## config.mk

```make
export PLATFORM = sky130hd
export DESIGN_NAME = param_clk_divider
export DESIGN_NICKNAME = d
export VERILOG_FILES = /design/src/rtl/param_clk_divider.sv
export SDC_FILE = /design/constraint.sdc
export NUM_CORES = 1
export LEC_CHECK = 0
export ABC_AREA = 1
export CAP_MARGIN = 20
export CORE_MARGIN = 2
export CORE_UTILIZATION = 63
export CTS_CLUSTER_SIZE = 10
export DETAILED_ROUTE_END_ITERATION = 10
export PLACE_DENSITY_LB_ADDON = 0.1
export RECOVER_POWER = 100
export SLEW_MARGIN = 20
export SYNTH_ARGS = -nofsm -noshare
export SYNTH_HDL_FRONTEND = slang
export SYNTH_SLANG_ARGS = --single-unit
```

## constraint.sdc

```tcl
create_clock -name clk100 -period 3.69 [get_ports clk100]
set_input_delay 0.738 -clock clk100 [delete_from_list [all_inputs] [get_ports clk100]]
set_output_delay 0.738 -clock clk100 [all_outputs]
set_load 0.02 [all_outputs]
```

## src/rtl/param_clk_divider.sv

```systemverilog
// param_clk_divider: NCH independent programmable clock dividers with shadowed config and sync realign
module param_clk_divider #(
  parameter int NCH = 4,
  parameter int CW = 16,
  parameter int DEF_DIV = 21,
  parameter int DEF_EN = 0,
  localparam int CHW = (NCH > 1) ? $clog2(NCH) : 1
) (
  input  logic           reset,
  input  logic           clk100,
  input  logic           cfg_we,
  input  logic [CHW-1:0] cfg_ch,
  input  logic [CW-1:0]  cfg_div,
  input  logic [CW-1:0]  cfg_high,
  input  logic [CW-1:0]  cfg_phase,
  input  logic           cfg_en,
  input  logic           sync_in,
  output logic           cfg_ack,
  output logic           cfg_err,
  output logic [NCH-1:0] clk_out,
  output logic [NCH-1:0] tick,
  output logic [NCH-1:0] pending
);
  typedef struct packed {
    logic [CW-1:0] div;
    logic [CW-1:0] high;
    logic [CW-1:0] phase;
    logic          en;
  } cfg_t;
  localparam cfg_t DEF_CFG = '{div: CW'(DEF_DIV), high: CW'(DEF_DIV / 2), phase: '0, en: (DEF_EN != 0)};
  cfg_t          act_q [NCH];
  cfg_t          act_d [NCH];
  cfg_t          sh_q  [NCH];
  cfg_t          sh_d  [NCH];
  logic [CW-1:0] cnt_q [NCH];
  logic [CW-1:0] cnt_d [NCH];
  logic [NCH-1:0] pend_q, pend_d, clk_q, clk_d, tick_q, tick_d, wr, ap;
  logic ack_q, err_q, sync_q, valid, sync_edge;
  cfg_t wcfg;
  assign cfg_ack = ack_q;
  assign cfg_err = err_q;
  assign clk_out = clk_q;
  assign tick    = tick_q;
  assign pending = pend_q;
  // Write validation, shadow/apply handling, counter stepping and output decode per channel
  always_comb begin
    valid = cfg_div > CW'(1) && cfg_high != '0 && cfg_high < cfg_div && cfg_phase < cfg_div && int'(cfg_ch) < NCH;
    sync_edge = sync_in && !sync_q;
    wcfg = '{div: cfg_div, high: cfg_high, phase: cfg_phase, en: cfg_en};
    act_d = act_q;
    sh_d = sh_q;
    cnt_d = cnt_q;
    pend_d = pend_q;
    clk_d = '0;
    tick_d = '0;
    wr = '0;
    ap = '0;
    for (int i = 0; i < NCH; i++) begin
      wr[i] = cfg_we && valid && int'(cfg_ch) == i;
      ap[i] = pend_q[i] && (!act_q[i].en || cnt_q[i] >= act_q[i].div - CW'(1));
      act_d[i] = ap[i] ? sh_q[i] : act_q[i];
      sh_d[i] = wr[i] ? wcfg : sh_q[i];
      pend_d[i] = wr[i] || (pend_q[i] && !ap[i]);
      cnt_d[i] = ap[i] ? sh_q[i].phase :
                 (sync_edge && act_q[i].en) ? act_q[i].phase :
                 !act_q[i].en ? cnt_q[i] :
                 (cnt_q[i] >= act_q[i].div - CW'(1)) ? '0 : cnt_q[i] + CW'(1);
      clk_d[i] = act_q[i].en && cnt_q[i] < act_q[i].high;
      tick_d[i] = act_q[i].en && cnt_q[i] == '0;
    end
  end
  // State registers with asynchronous active-low reset restoring default config
  always_ff @(posedge clk100 or negedge reset) begin
    if (!reset) begin
      act_q  <= '{default: DEF_CFG};
      sh_q   <= '{default: DEF_CFG};
      cnt_q  <= '{default: '0};
      pend_q <= '0;
      clk_q  <= '0;
      tick_q <= '0;
      ack_q  <= 1'b0;
      err_q  <= 1'b0;
      sync_q <= 1'b0;
    end else begin
      act_q  <= act_d;
      sh_q   <= sh_d;
      cnt_q  <= cnt_d;
      pend_q <= pend_d;
      clk_q  <= clk_d;
      tick_q <= tick_d;
      ack_q  <= cfg_we && valid;
      err_q  <= cfg_we && !valid;
      sync_q <= sync_in;
    end
  end
endmodule

```

Yosys cells after proc, flatten, opt, wreduce, memory -nomap -nowiden --
Cells that the tools add are included.
Word-level totals: register bits 471, latch bits 0, RAM bits 0, memory bits (read-only) 0, output and inout port bits 14, logic and storage cells 138, memories kept 0
Operators by class: add/sub/neg operators 8, multiply operators 0, divide/modulo/power cells 0, order comparisons 11, eq/ne operators 3, shift operators 0, multiplexer cells 16, bitwise operators 0, reduce and logical (&&, ||, !) cells 58
Operators with widths (number):
- 16-bit 2-to-1 mux | 16
- 16-bit less-than comparator | 6
- 16-bit by 1-bit adder with 16-bit output, second input constant | 4
- 16-bit greater-or-equal comparator | 4
- 16-bit logical NOT | 4
- 16-bit by 1-bit subtractor with 16-bit output, second input constant | 4
- 1-bit logical AND | 30
- 16-bit by 1-bit greater-than comparator with 1-bit output, second input constant | 1
- 16-bit nonzero test | 1
- 3-bit nonzero test | 4
- 1-bit logical NOT | 10
- 1-bit logical OR | 8
- 2-bit == test, second input constant | 2
- 2-bit by 1-bit == test with 1-bit output, second input constant | 1
- 2-bit logical NOT | 1

Longest topological paths before layout --
Gate-level depths: netlist of run 1.
word-level depth 7, depth in mapped cells 24

Least setup slack after synthesis of run 1 --
OpenSTA, ideal clock, no wires.
path kind register to register, from register act_q[33] (netlist name), to register act_q[46] (netlist name), library setup time 0.123 ns, arrival time 3.053 ns, path slack 0.514 ns, stages on the path, launching flop included 23, buffers on the path 2, cells stage by stage dfstp_2 inv_1 ha_1 nand3_1 nor3_1 nand3_1 nor3_1 nand3_1 xor2_1 inv_1 ha_1 nand2_1 nor2_1 and2_1 nand2_1 inv_1 nand2_1 nand3_2 nand2_1 inv_2 buf_4 buf_2 o21ai_1
Between the ends: longest elaborated chain between the ends 4
RTL lines:
- from (decl) | line 31 | cfg_t act_q [NCH];
- from (signal assigned) | line 85 | act_q <= act_d;
- 16-bit by 1-bit subtractor with 16-bit output | line 60 | ap[i] = pend_q[i] && (!act_q[i].en || cnt_q[i] >= act_q[i].div - CW'(1));
- 16-bit greater-or-equal comparator | line 60
- 1-bit logical OR | line 60
- 1-bit logical AND | line 60
No other way between the ends. A chain may end at the register's enable or synchronous reset.

Final worst setup path of run 1 --
from input port cfg_div[5], to register sh_q[1] (netlist name)
Between the ends: longest elaborated chain between the ends 6, elaborated cells between the ends (all ways) 8, classes of those cells 3 x order compare; 5 x reduce/logical
RTL lines:
- from (decl) | line 13 | input logic [CW-1:0] cfg_div,
- 16-bit by 1-bit greater-than comparator with 1-bit output | line 47 | valid = cfg_div > CW'(1) && cfg_high != '0 && cfg_high < cfg_div && cfg_phase < cfg_div && int'(cfg_ch) < NCH;
- 1-bit logical AND (2 in series) | line 47
- 1-bit logical AND (*) | line 47
- 1-bit logical AND (*) (2 in series) | line 59 | wr[i] = cfg_we && valid && int'(cfg_ch) == i;
- to (signal assigned) | line 76 | sh_q <= '{default: DEF_CFG};
- to (signal assigned) | line 86 | sh_q <= sh_d;
- to (decl) | line 33 | cfg_t sh_q [NCH];
Every way passes the cells marked *; elsewhere a longest branch is shown, timed or not.

==> impl_metrics.env, run 1 <==
export IMPL_status="complete, but fails checks"
export IMPL_violations="max-capacitance violations, max-slew violations"
export IMPL_critPathKind="in2reg"
export IMPL_ir_drop_v=0.0005248
export IMPL_hold_path_class="reg2reg"
export IMPL_antenna_found_initial=2
export IMPL_fp_row_count=75
export IMPL_worstPathRequired_ns=4.18
export IMPL_r2r_start="act_q[132]"
export IMPL_hold_ws_ns=0.4627
export IMPL_end_kind="flip-flop"
export IMPL_grt_max_degree=90
export IMPL_postLayoutCellArea_um2=29600
export IMPL_dpl_cell_area_um2=28040
export IMPL_start_kind="input port"
export IMPL_grt_pass1_vias=22940
export IMPL_ys_types=37
export IMPL_cts_buffers=53
export IMPL_timing_critical_path_mode_cell="nand2_1"
export IMPL_cap_violations=1
export IMPL_power_leakage_uw=0.01553
export IMPL_dr_pass1_iters=7
export IMPL_ff2ff_setup_slack_ns=0.27
export IMPL_hold_viol_final=0
export IMPL_cts_buffer_depth=3
export IMPL_p_per_area_nw_per_um2=886.1
export IMPL_grt_pass1_wl_mm=126.3
export IMPL_crit_fanout=50
export IMPL_crit_chain="dlygate4sd3_1 -> inv_1 -> ha_1 -> a21oi_1 -> nor2_1 -> nor3_1 -> nand2_1 -> nand2_1 -> nand3b_2 -> nor2_1 -> nand3_1 -> buf_4 -> nand2_1 -> nand2_1"
export IMPL_worst_pin_slew_ns=2.295
export IMPL_cts_htree_levels=2
export IMPL_syn_inst=3426
export IMPL_grtUsageTotal=0.3711
export IMPL_antenna_violating_nets_post_route=0
export IMPL_cpPeakStageDelay_ns=0.78
export IMPL_wirelength_mm=79.73
export IMPL_die_w_um=208.9
export IMPL_clk_latency_ns=0.60
export IMPL_die_h_um=208.9
export IMPL_fin_skew_ns=0.01410
export IMPL_vias=23910
export IMPL_port_buffers=68
export IMPL_first_iter_violations=2363
export IMPL_coreArea_um2=41670
export IMPL_crit_end="sh_q[1]"
export IMPL_drive_gt1_frac=0.07060
export IMPL_syn_area_per_cell_um2=7.718
export IMPL_post_route_drc_count=0
export IMPL_nets=3720
export IMPL_syn2layout_area_growth_pct=11.93
export IMPL_die_area_um2=43620
export IMPL_most_common_layout_cells="nand2_1 (1186), dfrtp_1 (431), inv_1 (356)"
export IMPL_netlist_area_um2=26440
export IMPL_clkTransAtPathRegs_ns=0.05
export IMPL_fmax_mhz=288.2
export IMPL_layout_commonest_cell="nand2_1"
export IMPL_final_max_slew_viol_count=84
export IMPL_clockRootBuffer="clkbuf_16"
export IMPL_start_util=0.6346
export IMPL_slew_headroom=-0.5297
export IMPL_cts_tree="built"
export IMPL_place_gp_congestion=0.9646
export IMPL_ys_warn_count=0
export IMPL_critical_path_arrival_ns=3.96
export IMPL_dp_hpwl_mm=54.65
export IMPL_setup_viol=0
export IMPL_period_share=0.9404
export IMPL_reg2reg_depth=21
export IMPL_period_minus_slack_ns=3.470
export IMPL_ys_seq_elements=471
export IMPL_crit_start="cfg_div[5]"
export IMPL_syn_nets=3647
export IMPL_yosysSeqAreaShare=0.4477
export IMPL_grt_overflow=0
export IMPL_clkSinkCount=471
export IMPL_slowest_stage="nor2_1"
export IMPL_io_pins=69
export IMPL_vias_per_cell=5.859
export IMPL_post_drt_wl_per_cell_um=19.54
export IMPL_worstReg2RegEnd="act_q[141]"
report_power, final:
part	total, µW	internal, µW	leakage (µW)	switching, µW
clock	4830	2720	0.000724	2100
sequential	9240	7290	0.00592	1960
combinational	12200	4700	0.00889	7460
worst min-delay path by stage:
| stage | from | end | slack (ns) | depth (start not counted) |
|---|---|---|---|---|
| floorplan | reset | act_q[0] | 0.44 | 0 |
| global placement | sh_q[37] | sh_q[37] | 0.45 | 2 |
| detailed placement | sh_q[118] | sh_q[118] | 0.46 | 2 |
| CTS | reset | tick[1] | 0.17 | 1 |
| global route | sh_q[184] | act_q[184] | 0.49 | 2 |
| finish | sh_q[118] | sh_q[118] | 0.46 | 2 |
metrics by stage:
step / instances / util / worst slack [ns] / power, µW / TNS (ns)
after global placement: 3982 / 0.6730 / 0.01122 / 20380 / 0
after global routing: 4080 / 0.7103 / -0.02554 / 28470 / -0.1135
after CTS: 4079 / 0.7096 / 0.06034 / 26010 / 0
final: 4081 / 0.7103 / 0.2200 / 26220 / 0
after detailed placement: 3982 / 0.6730 / -0.1380 / 21090 / -1.513
after floorplan: 3426 / - / 0.5144 / 17390 / 0
routing by layer:
metal  global-route usage  vias to the layer above  share of wire
li1                     -                    11240              -
met1               0.5058                    11470           0.41
met2               0.5793                      980           0.45
met3              0.05981                      214          0.083
met4               0.1897                        2          0.054
met5                    0                        -        0.00039
sequential cells by signal, indices dropped and copies added, names as in the netlist:
register / cells
cnt_q: 64
clk_out: 4
tick: 4
act_q: 196
cfg_ack: 1
pending: 4
sync_q: 1
sh_q: 196
cfg_err: 1
final cells by class:
cell class	count	area [µm²]
inverters	361	1355
repair buffers	183	1698
multi-input cells	2429	12510
flip-flops and latches	471	11840
fillers	3372	12070
clock inverters	2	17.52
diodes	1	2.502
clock buffers	95	1504
well taps	539	674.4
Yosys cell counts:
cell type,n,share of area
a21oi_1,142,0.027
nand2_2,2,0.00047
a31oi_1,2,0.00047
nand3b_2,1,0.00043
o31ai_1,4,0.0011
nor2_4,3,0.0013
nor4_1,7,0.0017
nand4_1,258,0.061
inv_2,5,0.00071
nor4b_1,1,0.00033
buf_8,1,0.00057
o21ai_1,28,0.0053
dfstp_2,40,0.040
xor2_1,63,0.021
buf_4,10,0.0028
inv_1,356,0.051
xnor2_1,24,0.0079
buf_1,15,0.0021
or2_2,2,0.00047
nand3_2,3,0.0011
o21ai_0,99,0.019
dfrtp_1,431,0.41
o211ai_1,4,0.0011
buf_6,15,0.0064
and2_1,2,0.00047
nor2_2,1,0.00024
nor2_1,225,0.032
o21a_1,3,0.00085
nor3_1,29,0.0055
buf_2,40,0.0076
nand2_1,1186,0.17
nand3_1,162,0.031
nand3_4,1,0.00066
a21o_1,2,0.00057
ha_1,166,0.079
clkbuf_1,84,0.012
o21bai_1,9,0.0026
critical path: cells and delay by family:
| family | cells | cell delay [ns] |
|---|---|---|
| AO/OA/AOI/OAI | 1 | 0.16 |
| adder cells (fa/ha/maj) | 1 | 0.32 |
| buffers and inverters | 3 | 1.03 |
| AND/OR/NAND/NOR | 9 | 1.68 |
cell families after synthesis:
family,Yosys count,synth area share
AO/OA/AOI/OAI,293,0.05764
flip-flops,471,0.4477
adder cells (fa/ha/maj),166,0.07855
AND/OR/NAND/NOR,1883,0.3047
XOR/XNOR,87,0.02882
buffers and inverters,526,0.08267
repair_timing:
item / CTS / global route
hold buffers: 0 / 0
setup buffers: 0 / 1
setup endpoints to repair: 16 / 165
pin swaps: 0 / 1
resized for setup: 1 / 19
No activity file was read; power rests on OpenSTA's default activity.
==> run 2: changes to the inputs <==
Settings changed: CORE_MARGIN 2 to 8, CORE_UTILIZATION 63 to 35.
==> run 2 against run 1 <==
  * The flow still finishes with violations (max-capacitance violations, max-slew violations)
  * Die area up 94%
  * Power grew 2.4%
  * Register-to-register slack better by 0.03 ns
  * First-iteration DRC count shrank 29%
  * Sequential power is 0.9% lower
  * Worst hold slack improved by 0.0020 ns
  * Critical path type unchanged
  * Largest power group unchanged
==> impl_metrics.env, run 2 (synthesis results as in run 1) <==
export IMPL_period_minus_slack_ns=3.503
export IMPL_die_w_um=290.9
export IMPL_ir_drop_v=0.0005093
export IMPL_hold_buffers=0
export IMPL_clk_latency_ns=0.62
export IMPL_grt_overflow=0
export IMPL_fin_ws_ns=0.1866
export IMPL_most_common_layout_cells="nand2_1 (1185), dfrtp_1 (431), inv_1 (356)"
export IMPL_fp_row_count=100
export IMPL_syn2layout_area_growth_pct=15.72
export IMPL_power_leakage_uw=0.01578
export IMPL_crit_fanout=60
export IMPL_dp_hpwl_mm=62.67
export IMPL_antenna_found_initial=7
export IMPL_coreArea_um2=74570
export IMPL_worstPathRequired_ns=4.24
export IMPL_place_gp_congestion=0.8474
export IMPL_hold_path_class="reg2reg"
export IMPL_cap_violations=2
export IMPL_start_util=0.3546
export IMPL_nets=3750
export IMPL_clkSinkCount=471
export IMPL_end_kind="flip-flop"
export IMPL_wirelength_mm=90.48
export IMPL_antenna_violating_nets_post_route=0
export IMPL_finalSetupTns_ns=0
export IMPL_fmax_mhz=285.4
export IMPL_die_h_um=290.9
export IMPL_setup_viol=0
export IMPL_vias=23270
export IMPL_rsz0062_at_grt="true"
export IMPL_port_buffers=68
export IMPL_grt_pass1_wl_mm=138.1
export IMPL_p_per_area_nw_per_um2=877.2
export IMPL_cts_buffers=57
export IMPL_dr_pass1_iters=6
export IMPL_postLayoutCellArea_um2=30600
export IMPL_drive_gt1_frac=0.08095
export IMPL_grt_max_degree=98
export IMPL_total_power_uw=26840
export IMPL_critical_path_arrival_ns=4.05
export IMPL_grt_pass1_vias=22730
export IMPL_cts_tree="built"
export IMPL_die_area_um2=84590
export IMPL_place_ws_ns=0.05290
export IMPL_slew_headroom=-0.3039
export IMPL_vias_per_cell=5.123
export IMPL_grtUsageTotal=0.2080
export IMPL_first_iter_violations=1685
export IMPL_layout_commonest_cell="nand2_1"
export IMPL_violations="max-capacitance violations, max-slew violations"
export IMPL_cts_setup_buffers=0
export IMPL_final_max_slew_viol_count=94
export IMPL_dpl_cell_area_um2=28810
export IMPL_post_drt_wl_per_cell_um=19.92
export IMPL_status="complete, but fails checks"
export IMPL_worst_pin_slew_ns=1.956
export IMPL_start_kind="input port"
export IMPL_cts_buffer_depth=3
export IMPL_cts_htree_levels=2
export IMPL_fin_skew_ns=0.01723
export IMPL_io_pins=69
export IMPL_hold_ws_ns=0.4648
export IMPL_top_regs="act_q (196), sh_q (196), cnt_q (64)"
export IMPL_hold_viol_final=0
export IMPL_clkTransAtPathRegs_ns=0.06
export IMPL_period_share=0.9494
export IMPL_clockRootBuffer="clkbuf_16"
export IMPL_critPathKind="in2reg"
export IMPL_post_route_drc_count=0
==> run 2: changes by cell type in the layout (fill, tap and decap cells not counted), sizes merged <==
cell and change:
clkinv +2, buf +21, clkinvlp +1, clkdlybuf4s50 +1
clkbuf +6, dlygate4sd3 -1, inv -1, diode +2
==> run 2: what timing repair did <==
item,in CTS,in global routing
hold endpoints to repair,0,0
endpoints found under the setup margin,0,248
resized for setup,0,23
==> run 2: worst paths after layout <==
kind	slack [ns]	end	startpoint	depth (start not counted)
max	0.19	sh_q[16]	cfg_phase[3]	13
max in group asynchronous	0.79	sh_q[132]	reset	2
max reg2reg	0.30	cnt_q[21]	act_q[84]	22
min	0.46	sh_q[18]	sh_q[18]	2
min in group asynchronous	0.63	tick[3]	reset	1
min reg2reg	0.46	sh_q[18]	sh_q[18]	2
==> run 2: through the flow <==
| step | std cells | util |
|---|---|---|
| global placement | 4436 | 0.3862 |
| finish | 4542 | 0.4103 |
| CTS | 4536 | 0.4096 |
| global route | 4539 | 0.4102 |
| floorplan | 3426 | - |
| detailed placement | 4436 | 0.3863 |
==> run 2: per-layer routing <==
layer / up-vias / wire [µm] / global-route usage
met3: 146 / 5761 / 0.04925
met4: 8 / 3190 / 0.07009
met1: 11240 / 41650 / 0.2849
li1: 11300 / - / -
met5: - / 49 / 0
met2: 583 / 39830 / 0.3211
==> run 2: worst max-delay path: stages <==
cell and delay [ns]:
dlygate4sd3_1 0.82, ha_1 0.34, a21oi_1 0.14, o21ai_0 0.11, nand2_1 0.07, nand2_1 0.05
nand2_1 0.05, nand2_1 0.09, nor2_1 0.63, clkbuf_1 0.27, buf_8 0.35, nand4_1 0.24
nand2_1 0.13
==> run 2: layout make-up <==
class                           count  area, µm²
Fill cell                        7713      43970
Inverter                          361       1355
Sequential cell                   471      11840
Multi-Input combinational cell   2429      12520
Clock inverter                      4      37.54
Clock buffer                       96       1704
Tap cell                          969       1212
Antenna cell                        3      7.507
Timing Repair Buffer              209       1926
==> run 2: power breakdown <==
group	internal, µW	total [µW]	switching, µW
Combinational	4810	12300	7520
Clock	3100	5350	2240
Sequential	7290	9160	1870
Total	15200	26800	11600
==> run 3: changes to the inputs <==
Clock period 3.69 ns to 4.1 ns, I/O delays scaled along.
==> run 3 against run 2 <==
  * The flow still finishes with violations (max-capacitance violations, max-slew violations)
  * Cell count fell by 0.86%
  * Via count fell by 1.1%
  * Clock-buffer cell count rose by 4
  * Routed wire length fell by 1.5%
  * Design area fell by 1.6%
  * Sequential power fell by 9.1%
  * Clock skew rose by 0.0023 ns
  * Critical path depth fell by 1
  * Clock power fell by 8.2%
  * Register-to-register slack improved by 0.08 ns
  * Sequential cell count did not move
  * Combinational power fell by 15%
  * Critical endpoint is now sh_q[85]
==> impl_metrics.env, run 3 (synthesis results as in run 1) <==
export IMPL_cts_buffers=58
export IMPL_end_kind="flip-flop"
export IMPL_vias=23010
export IMPL_syn2layout_area_growth_pct=13.85
export IMPL_reg2reg_depth=18
export IMPL_p_sw_uw=10310
export IMPL_grt_use_met2=0.3319
export IMPL_nets=3706
export IMPL_clockRootBuffer="clkbuf_16"
export IMPL_final_max_slew_viol_count=90
export IMPL_start_kind="input port"
export IMPL_antenna_found_initial=3
export IMPL_post_route_drc_count=0
export IMPL_power_leakage_uw=0.01553
export IMPL_start_util=0.3546
export IMPL_dp_hpwl_mm=61.84
export IMPL_crit_end="sh_q[85]"
export IMPL_ir_drop_v=0.0003594
export IMPL_dpl_cell_count=4393
export IMPL_grt_pass1_vias=22910
export IMPL_p_per_area_nw_per_um2=787.1
export IMPL_violations="max-capacitance violations, max-slew violations"
export IMPL_period_minus_slack_ns=4.010
export IMPL_multi_input_area_um2=12430
export IMPL_first_iter_violations=1832
export IMPL_rsz0062_at_grt="false"
export IMPL_die_w_um=290.9
export IMPL_seq_area_um2=11840
export IMPL_crit_start="cfg_high[5]"
export IMPL_whs_path_depth=2
export IMPL_layout_commonest_cell="nand2_1"
export IMPL_fin_skew_ns=0.01956
export IMPL_fp_row_count=100
export IMPL_setup_viol=0
export IMPL_critPathKind="in2reg"
export IMPL_hold_path_class="reg2reg"
export IMPL_cts_resized=0
export IMPL_most_common_layout_cells="nand2_1 (1186), dfrtp_1 (431), inv_1 (359)"
export IMPL_fillers=7692
export IMPL_wirelength_mm=89.11
export IMPL_crit_fanout=31
export IMPL_grtUsageMet3=0.03616
export IMPL_post_drt_wl_per_cell_um=19.79
export IMPL_grt_max_degree=95
export IMPL_p_seq_frac=0.352
export IMPL_worstPathRequired_ns=4.65
export IMPL_grt_pass1_wl_mm=138.6
export IMPL_cts_tree="built"
export IMPL_drive_gt1_frac=0.06537
export IMPL_finalSetupTns_ns=0
export IMPL_dr_pass1_iters=5
export IMPL_clkSinkCount=471
export IMPL_cts_buffer_depth=3
export IMPL_die_h_um=290.9
export IMPL_top_regs="act_q (196), sh_q (196), cnt_q (64)"
export IMPL_status="complete, but fails checks"
export IMPL_cts_setup_buffers=0
export IMPL_grt_overflow=0
export IMPL_die_area_um2=84590
export IMPL_insertedDiodeCount=0
export IMPL_worstReg2RegEnd="act_q[194]"
export IMPL_critical_path_arrival_ns=4.56
export IMPL_antenna_violating_nets_post_route=0
export IMPL_power_frac_comb=0.441
export IMPL_period_share=0.9780
export IMPL_p_sw_frac=0.4352
export IMPL_finalNonFillerCells=4503
export IMPL_clk_latency_ns=0.63
export IMPL_hold_buffers=0
export IMPL_vias_per_cell=5.110
export IMPL_cts_htree_levels=2
export IMPL_worst_pin_slew_ns=2.543
export IMPL_gr_max_usage_layer="met2"
export IMPL_coreArea_um2=74570
export IMPL_place_gp_congestion=0.8520
export IMPL_r2r_start="act_q[186]"
export IMPL_slew_headroom=-0.6955
export IMPL_cap_violations=1
export IMPL_hold_viol_final=0
export IMPL_use_met1=0.2875
export IMPL_port_buffers=68
export IMPL_p_int_uw=13380
export IMPL_pwr_share_clk=0.207
export IMPL_clkTransAtPathRegs_ns=0.06
export IMPL_grtUsageTotal=0.2070
export IMPL_fmax_mhz=249.4
export IMPL_ff2ff_setup_slack_ns=0.38
export IMPL_io_pins=69
-- run 3: changes by cell type in the layout (fill, tap and decap cells not counted), sizes merged --
cell	before	now
dlygate4sd3	15	16
clkinv	2	7
clkbuf	110	115
buf	129	83
diode	3	0
clkdlybuf4s50	51	50
-- run 3: worst max-delay path: stages --
cell and delay, ns:
dlygate4sd3_1 0.85, ha_1 0.34, a21oi_1 0.15, nor2_1 0.05
nor3_1 0.14, nand2_1 0.08, nand2_1 0.07, nand3b_2 0.12
nor2_4 0.28, clkbuf_1 1.09, nand4_1 0.36, nand2_1 0.19
-- run 3: worst min-delay path by stage --
stage / to / from / slack [ns]
after global routing: sh_q[165] / sh_q[165] / 0.48
final: sh_q[182] / sh_q[182] / 0.46
after global placement: sh_q[179] / sh_q[179] / 0.45
after detailed placement: sh_q[37] / sh_q[37] / 0.46
after floorplan: act_q[100] / act_q[100] / 0.44
after CTS: tick[3] / reset / 0.27
-- run 3: metal layers --
metal  up-vias  share of wire
met2       498           0.45
li1      11220              -
met3       123          0.052
met1     11170           0.47
met5         -        0.00033
met4         4          0.026
-- run 3: metrics by stage --
stage	utilization	instance area (µm²)	power [µW]	worst slack [ns]	hold WS (ns)
after floorplan	-	26440	15650	0.9244	0.4422
after global placement	0.3812	28430	18610	0.2295	0.4537
after detailed placement	0.3813	28430	18970	0.4600	0.4575
after CTS	0.4052	30210	24020	0.4445	0.2718
after global routing	0.4037	30100	25990	0.01736	0.4791
final	0.4037	30100	23690	0.09034	0.4649
-- run 3: power groups by stage --
stage	clock network, µW	logic (µW)	registers (µW)
detailed placement	0	10600	8400
finish	4910	10500	8330
floorplan	0	8000	7650
global route	5220	12200	8570
global placement	0	10200	8380
CTS	5040	10600	8350
-- run 3: area by class of cell --
type	instances	share of cell area
Clock inverter	9	0.001704
Inverter	361	0.04501
Tap cell	969	0.04028
Multi-Input combinational cell	2429	0.4129
Clock buffer	100	0.05748
Sequential cell	471	0.3932
Timing Repair Buffer	164	0.04938
